## src/rtl/x2050_pkg.sv

```systemverilog
// Shared 2050 constants: storage-function encodings, local-storage geometry,
// the LS sequencer state type and the per-byte odd-parity generator.
package x2050_pkg;

  localparam int LS_ADDR_W = 6;
  localparam int LS_DATA_W = 32;
  localparam int LS_PAR_W  = LS_DATA_W / 8;

  localparam logic [2:0] SF_R_LS      = 3'd0;
  localparam logic [2:0] SF_LS_L_R_LS = 3'd1;
  localparam logic [2:0] SF_LS_R      = 3'd2;
  localparam logic [2:0] SF_L_LS      = 3'd4;
  localparam logic [2:0] SF_LS_R_L_LS = 3'd5;

  typedef enum logic {
    ST_CLEAR = 1'b0,
    ST_RUN   = 1'b1
  } ls_state_e;

  // One bit per byte, chosen so that each byte plus its bit holds an odd number of ones.
  function automatic logic [LS_PAR_W-1:0] odd_parity(input logic [LS_DATA_W-1:0] d);
    logic [LS_PAR_W-1:0] p;
    for (int i = 0; i < LS_PAR_W; i++) begin
      p[i] = ~^d[i*8 +: 8];
    end
    return p;
  endfunction

endpackage

```

## src/rtl/x2050_lsarray.sv

```systemverilog
// Local-storage RAM: one synchronous write port, one asynchronous read port.
// Contents are not reset; the clear sequencer in x2050_lstore zeroes them.
module x2050_lsarray #(
  parameter int ADDR_W = 6,
  parameter int WORD_W = 32
) (
  input  logic              i_clk,
  input  logic              we_i,
  input  logic [ADDR_W-1:0] waddr_i,
  input  logic [WORD_W-1:0] wdata_i,
  input  logic [ADDR_W-1:0] raddr_i,
  output logic [WORD_W-1:0] rdata_o
);

  logic [WORD_W-1:0] mem_q [2**ADDR_W];

  always_ff @(posedge i_clk) begin
    if (we_i) begin
      mem_q[waddr_i] <= wdata_i;
    end
  end

  assign rdata_o = mem_q[raddr_i];

endmodule

```

## src/rtl/x2050_lstore.sv

```systemverilog
// 2050 local storage: SF write decode, one-deep write buffer with read bypass,
// post-reset clear sequencer. Optional parity enabled by X2050_LS_PARITY_EN.
//
// state    | meaning
// ST_CLEAR | zeroing array word clr_cnt each cycle, o_busy high
// ST_RUN   | normal SF reads/writes, stays until reset
module x2050_lstore
  import x2050_pkg::*;
#(
  parameter int ADDR_W = LS_ADDR_W,
  parameter int DATA_W = LS_DATA_W
) (
  input  logic              i_clk,
  input  logic              i_reset,
  input  logic              i_ros_advance,
  input  logic [2:0]        i_sf,
  input  logic [ADDR_W-1:0] i_lsa,
  input  logic [DATA_W-1:0] i_r_reg,
  input  logic [DATA_W-1:0] i_l_reg,
  input  logic              i_break_out,
  output logic [DATA_W-1:0] o_ls,
  output logic              o_busy,
  output logic              o_parity_err
);

`ifdef X2050_LS_PARITY_EN
  localparam int WORD_W = DATA_W + DATA_W / 8;
`else
  localparam int WORD_W = DATA_W;
`endif

  ls_state_e         state_q, state_d;
  logic [ADDR_W-1:0] clr_cnt_q, clr_cnt_d;
  logic              pend_v_q, pend_v_d;
  logic [ADDR_W-1:0] pend_a_q, pend_a_d;
  logic [DATA_W-1:0] pend_d_q, pend_d_d;

  logic              sf_write;
  logic              wr_issue;
  logic              bypass_hit;
  logic              arr_we;
  logic [ADDR_W-1:0] arr_waddr;
  logic [WORD_W-1:0] arr_wdata;
  logic [WORD_W-1:0] arr_rdata;

  // FSM state register, clear counter and write buffer
  always_ff @(posedge i_clk) begin
    if (i_reset) begin
      state_q   <= ST_CLEAR;
      clr_cnt_q <= '0;
      pend_v_q  <= 1'b0;
      pend_a_q  <= '0;
      pend_d_q  <= '0;
    end else begin
      state_q   <= state_d;
      clr_cnt_q <= clr_cnt_d;
      pend_v_q  <= pend_v_d;
      pend_a_q  <= pend_a_d;
      pend_d_q  <= pend_d_d;
    end
  end

  always_comb begin
    state_d   = state_q;
    clr_cnt_d = clr_cnt_q;
    case (state_q)
      ST_CLEAR: begin
        clr_cnt_d = clr_cnt_q + 1'b1;
        if (clr_cnt_q == '1) begin
          state_d = ST_RUN;
        end
      end
      default: state_d = ST_RUN;
    endcase
  end

  always_comb begin
    o_busy = (state_q == ST_CLEAR);
  end

  // Break-out cycles only read LS; SF 1/5 read and write in the same cycle.
  always_comb begin
    sf_write = (i_sf == SF_R_LS) || (i_sf == SF_LS_L_R_LS) ||
               (i_sf == SF_L_LS) || (i_sf == SF_LS_R_L_LS);
    wr_issue = i_ros_advance && !o_busy && !i_break_out && sf_write;
  end

  always_comb begin
    pend_v_d = wr_issue;
    pend_a_d = pend_a_q;
    pend_d_d = pend_d_q;
    if (wr_issue) begin
      pend_a_d = i_lsa;
      pend_d_d = i_sf[2] ? i_l_reg : i_r_reg;
    end
  end

  always_comb begin
    arr_we    = 1'b0;
    arr_waddr = pend_a_q;
`ifdef X2050_LS_PARITY_EN
    arr_wdata = {odd_parity(pend_d_q), pend_d_q};
`else
    arr_wdata = pend_d_q;
`endif
    if (!i_reset) begin
      if (state_q == ST_CLEAR) begin
        arr_we    = 1'b1;
        arr_waddr = clr_cnt_q;
`ifdef X2050_LS_PARITY_EN
        arr_wdata = {odd_parity('0), {DATA_W{1'b0}}};
`else
        arr_wdata = '0;
`endif
      end else if (pend_v_q) begin
        arr_we = 1'b1;
      end
    end
  end

  x2050_lsarray #(
    .ADDR_W (ADDR_W),
    .WORD_W (WORD_W)
  ) u_array (
    .i_clk   (i_clk),
    .we_i    (arr_we),
    .waddr_i (arr_waddr),
    .wdata_i (arr_wdata),
    .raddr_i (i_lsa),
    .rdata_o (arr_rdata)
  );

  assign bypass_hit = pend_v_q && (pend_a_q == i_lsa);
  assign o_ls       = bypass_hit ? pend_d_q : arr_rdata[DATA_W-1:0];

`ifdef X2050_LS_PARITY_EN
  logic perr_q;
  logic rd_check;
  logic rd_bad;

  // Only words actually coming from the array are checked; the bypass path has no parity.
  assign rd_check = !o_busy && !bypass_hit &&
                    ((i_ros_advance && (i_sf == SF_LS_R || i_sf == SF_LS_R_L_LS)) || i_break_out);
  assign rd_bad   = odd_parity(arr_rdata[DATA_W-1:0]) != arr_rdata[WORD_W-1:DATA_W];

  always_ff @(posedge i_clk) begin
    if (i_reset) begin
      perr_q <= 1'b0;
    end else if (rd_check && rd_bad) begin
      perr_q <= 1'b1;
    end
  end

  assign o_parity_err = perr_q;
`else
  assign o_parity_err = 1'b0;
`endif

endmodule

```

## config.mk

```make
export PLATFORM = sky130hd
export DESIGN_NAME = x2050_lstore
export DESIGN_NICKNAME = d
export VERILOG_FILES = /design/src/rtl/x2050_pkg.sv /design/src/rtl/x2050_lsarray.sv /design/src/rtl/x2050_lstore.sv
export SDC_FILE = /design/constraint.sdc
export NUM_CORES = 2
export LEC_CHECK = 0
export ABC_AREA = 0
export CAP_MARGIN = 0
export CELL_PAD_IN_SITES_DETAIL_PLACEMENT = 0
export CELL_PAD_IN_SITES_GLOBAL_PLACEMENT = 1
export CORE_MARGIN = 2
export CORE_UTILIZATION = 45
export CTS_BUF_LIST = sky130_fd_sc_hd__clkbuf_8
export DETAILED_ROUTE_END_ITERATION = 10
export HOLD_SLACK_MARGIN = 0.1
export PLACE_DENSITY_LB_ADDON = 0.1
export RECOVER_POWER = 25
export SYNTH_ARGS = -nofsm -noshare
export SYNTH_HDL_FRONTEND = slang
export SYNTH_SLANG_ARGS = --single-unit
```

## constraint.sdc

```tcl
create_clock -name i_clk -period 3.45 [get_ports i_clk]
set_input_delay 0.8625 -clock i_clk [delete_from_list [all_inputs] [get_ports i_clk]]
set_output_delay 0.8625 -clock i_clk [all_outputs]
set_load 0.01 [all_outputs]
```

* Word level (Yosys, flattened, before mapping)
Memories as Yosys holds them, arrays and structs flattened.
Index checks and enable logic that the tools add are counted.
** Word-level totals
- Register bits after elaboration :: 46
- Memory bits (writable) :: 2048
- Memories kept :: 1
** Memory list
- u_array.mem_q :: words 64, width 32, read ports 1, clocked after Yosys merged registers in 0, write ports 1, line x2050_lsarray.sv:15 : logic [WORD_W-1:0] mem_q [2**ADDR_W];
** Cells by class
- $add $sub $neg :: 1
- Eq/ne operators :: 5
- Muxes and demuxes :: 13
- Bitwise logic cells :: 1
- Reduce and logical (&&, ||, !) cells :: 9
** Operators with widths (count)
- two-way mux 32 bit :: 4
- two-way mux 6 bit :: 2
- two-way mux 1 bit :: 7
- adder 6 x 1 -> 6 bit, second input constant :: 1
- == test 3 bit, second input constant :: 2
- == test 6 bit :: 1
- == test 6 bit, second input constant :: 1
- logical AND 1 bit :: 4
- == test 3 x 1 -> 1 bit, second input constant :: 1
- zero test 3 bit :: 1
- logical OR 1 bit :: 3
- zero test 1 bit :: 1
- inverter 1 bit :: 1

* Longest topological paths before layout
- Depth after elaboration :: 5
- Gate-level depth with buffers :: 10
- Mapped depth without buffers :: 6

* Modules after synthesis
A second synthesis with hierarchy kept.
** Unflattened totals
- Cell total of the unflattened synthesis :: 3586
- Area, all modules :: 80567.3 um^2
** By module, submodules not included
- x2050_lsarray :: times used 1, cells an instance 3292, area each 77874.7 um^2, seq. area each 61499.0 um^2
- x2050_lstore :: times used 1, cells an instance 294, area each 2692.6 um^2, seq. area each 920.9 um^2

* Worst setup path after synthesis
OpenSTA, ideal clock, no wires.
- Path type :: input port to flip-flop
- Start :: input port i_reset
- End :: memory u_array.mem_q[49][0], enable pin
- Arrival time :: 3156 ps
- Data required time :: 3029 ps
- Path slack :: -127 ps
- Cell stages on the path :: 6
- Path buffers :: 1
- Path through :: nor2_1 > clkbuf_1 > nand3_1 > o21ai_0 > nand2_1 > nor2_1
** On the way
- Word-level cells in the longest chain between the ends :: 3
** RTL lines
- from (decl) :: line x2050_lstore.sv:14 : input logic i_reset,
- two-way mux 1 bit :: line x2050_lstore.sv:106 : if (!i_reset) begin
- two-way mux 1 bit :: line x2050_lsarray.sv:18 : if (we_i) begin
- two-way mux 1 bit (implied by the code) :: line x2050_lsarray.sv:19 : mem_q[waddr_i] <= wdata_i;
- to (decl) :: line x2050_lsarray.sv:15
Several ways; a longest one is shown, not always the timed one.

* Worst setup path in the final report
- Start :: input port i_lsa[2]
- End :: output port o_ls[29]
** On the way
- Word-level cells in the longest chain between the ends :: 3
** RTL lines
- from (decl) :: line x2050_lstore.sv:17 : input logic [ADDR_W-1:0] i_lsa,
- parallel branches: the longest is 2 deep, another holds memory read (64 x 32 bit)
- two-way mux 32 bit (*) :: line x2050_lstore.sv:134 : assign o_ls = bypass_hit ? pend_d_q : arr_rdata[DATA_W-1:0];
- to (decl) :: line x2050_lstore.sv:21 : output logic [DATA_W-1:0] o_ls,
Mark *: on every way between the ends.

==> impl_metrics.ini <==
[run_status]
status = complete, but fails checks
violations = max-capacitance violations, max-slew violations, negative setup slack

[place]
hpwl_um = 141000
pre_cts_ws_ns = -2.01
placed_area_um2 = 91100
io_buffers = 108
routabilityCongestion = 0.837

[power_and_ir_drop]
power.density_nw_per_um2 = 506
peakVddDrop_mv = 0.414
leakage_uw = 0.0379

[layout]
design_area_um2 = 99300
seq_area_um2 = 62400
nets = 5057
syn_to_final_growth_pct = 22.0
multi_input_area_um2 = 19600
fillers = 14257
finish.utilization_pct = 55.1
final_cell_mix = 2048 x edfxtp_1, 611 x mux2i_1, 405 x buf_4
drive_gt1_share_pct = 31.3
layout_commonest_cell = edfxtp_1

[timing]
worstMarginPinSlew_ns = 1.53
period_needed_ns = 3.89
maxClockFrequency_mhz = 257
slew_violations = 33
finClkSkew_ns = 0.0692
setup_viol = 72
fin_crit_sh_pct = 113
hold_violations = 0
rsz0062_at_grt = true
relSlewSlack_pct = -2.13
worst_slack_ns = -0.444

[setup_path]
startpoint = i_lsa[2]
crit_path_max_incr_delay_ns = 0.49
crit_family = buffers and inverters
worst-setup-path-type = input port to output pin
cp_max_fo = 7
end_kind = output pin
path_buf_inv = 6
required_ns = 2.59
cp_slowest_cell = mux4_2
crit_chain = buf_16 > buf_12 > buf_16 > buf_4 > mux4_2 > mux2i_1 > a22oi_1 > nand3_1 > o311ai_2 > buf_4 > buf_6
cp.arrival_ns = 3.03
r2r_start = state_q$_SDFF_PP0_
startpoint_type = input port

[die]
dieArea_um2 = 184000
die_w_um = 429
core_um2 = 180000
io-pin-count = 111
rows = 156
start_util_pct = 45.2
die_y_um = 429

[job]
drv_cap = 1

[clock_network]
htreeDepth = 5
clock_latency_ns = 1.08
clk_pin_slew_ns = 0.05
cts_made_buffers = 364
cts-root-buf = clkbuf_8
cts_buffer_depth = 4
clock_sinks = 2094
cts_tree = built

[global_route]
antenna_found_initial = 7
globalRoute.totalOverflow = 0
grt_pass1_vias = 44966
grt_util_all_layers_pct = 25.4
grt_max_degree = 65
grt_first_pass_wirelength_um = 333000

[yosys]
synth_edf_count = 2048
synthAdderAreaFrac_pct = 0.0154
synth_seq_area_share_pct = 76.6
synth_compound_area_share_pct = 3.77
ys.flop_type = edfxtp_1
synth_nets = 4185
synthTopCellsByArea = edfxtp_1 76%, mux4_2 7.8%, mux2i_1 7.6%
async_reset_ff_share_pct = 0
yosysWarnings = 0
synthSimpleGateAreaFrac_pct = 2.45
synth_largest_area_cell = edfxtp_1
syn_avg_cell_area_um2 = 19.8
syn_area_um2 = 81400
synth_xor_area_share_pct = 0.108
synth_seq_cells = 2094
synth.area.mux_share_pct = 15.4
synth_top_family_by_area = multiplexers
synthCells = 4107
synth_cell_types = 39
yosysTopAreaCellShare_pct = 75.5

[drt]
dr_total_vias = 43634
wire_per_inst_um = 31.0
drc = 0
drt-initial-drc-count = 4011
detail-route-antenna-nets = 0
drt_pass1_iterations = 6
routed_wl_um = 235000
via_per_inst = 5.75

[min_path]
hold_start = i_reset
hold_path.class = input port to flop
-- routing by layer --
| layer | vias up | share of wire (%) | global-route usage (%) |
|---|---|---|---|
| met5 | - | 0 | 0 |
| met4 | 0 | 3.0 | 8.05 |
| met3 | 375 | 5.4 | 3.83 |
| met2 | 1395 | 51 | 43.2 |
| met1 | 23146 | 41 | 33.8 |
| li1 | 18718 | - | - |
-- cell type report --
class | count | share of cell area, %
antenna | 3 | 0.00756
clock buffer | 370 | 5.13
clock inverter | 231 | 1.01
inverter | 1 | 0.00378
multi-input combinational | 1762 | 19.7
sequential | 2094 | 62.8
tap | 2370 | 2.98
timing repair buffer | 756 | 8.30
-- where the power goes --
group,internal [uW],leakage (uW),switching [uW],total [uW]
logic,1350,0.0115,1620,2970
registers,27500,0.0229,13.1,27600
clock network,10100,0.00356,9700,19800
-- synthesized netlist by cell type (2+ instances only) --
| cell | instances |
|---|---|
| a211oi_1 | 32 |
| a21oi_1 | 44 |
| a221oi_1 | 27 |
| a221oi_2 | 4 |
| a22oi_1 | 260 |
| and2_1 | 3 |
| buf_1 | 10 |
| buf_2 | 82 |
| buf_4 | 54 |
| buf_6 | 6 |
| clkbuf_1 | 96 |
| clkbuf_4 | 2 |
| dfxtp_1 | 46 |
| edfxtp_1 | 2048 |
| mux2_2 | 2 |
| mux2i_1 | 620 |
| mux4_2 | 281 |
| nand2_1 | 71 |
| nand2b_1 | 6 |
| nand3_1 | 161 |
| nand3b_1 | 5 |
| nand4_1 | 5 |
| nor2_1 | 141 |
| nor2b_1 | 38 |
| o21ai_0 | 9 |
| o311ai_1 | 32 |
| o31ai_1 | 2 |
| xnor2_1 | 6 |
| xor2_1 | 4 |
-- tightest hold or removal path, stage by stage --
cell and delay (ns):
buf_2 0.14, buf_4 0.15, a21oi_1 0.04
-- flip-flops by register name, indices dropped and copies added, names as in the netlist --
| signal | count |
|---|---|
| pend_d_q | 32 |
| u_array.mem_q | 2048 |
| pend_a_q | 6 |
| clr_cnt_q | 6 |
| state_q | 1 |
| pend_v_q | 1 |
-- stage by stage --
step,instances,hold slack [ns],setup TNS [ns],power [uW]
finish,7587,0.223,-13.07,50300
CTS,7585,0.159,-14.46,50700
floorplan,4107,0.466,-266.34,29300
detailed placement,6914,0.487,-54.79,30700
global placement,6914,0.482,-54.41,30700
global route,7587,0.162,-91.36,51900
-- timing repair --
action | in CTS | in global routing
cloned | 15 | 2
resized for setup | 405 | 64
setup buffers | 59 | 6
setup endpoints to repair | 32 | 32
hold buffers | 0 | 0
pin swaps | 65 | 34
-- logic make-up after synthesis --
logic type                 Yosys count
DFF                               2094
muxes                              903
and+or+nand+nor                    434
AOI/OAI and AO/OA                  413
buffers and inverters              251
xor gates and xnor gates            10
adders and majority gates            1
other                                1
-- worst paths after layout --
check / depth (start not counted) / slack (ns) / to
setup / recovery: 11 / -0.44 / o_ls[29]
hold / removal: 3 / 0.22 / state_q$_SDFF_PP0_
setup reg to reg: 7 / -0.05 / u_array.mem_q[34][25]$_DFFE_PP_
hold reg to reg: 2 / 0.49 / pend_a_q[3]$_SDFFE_PP0P_
(Power assumes the default switching activity.)
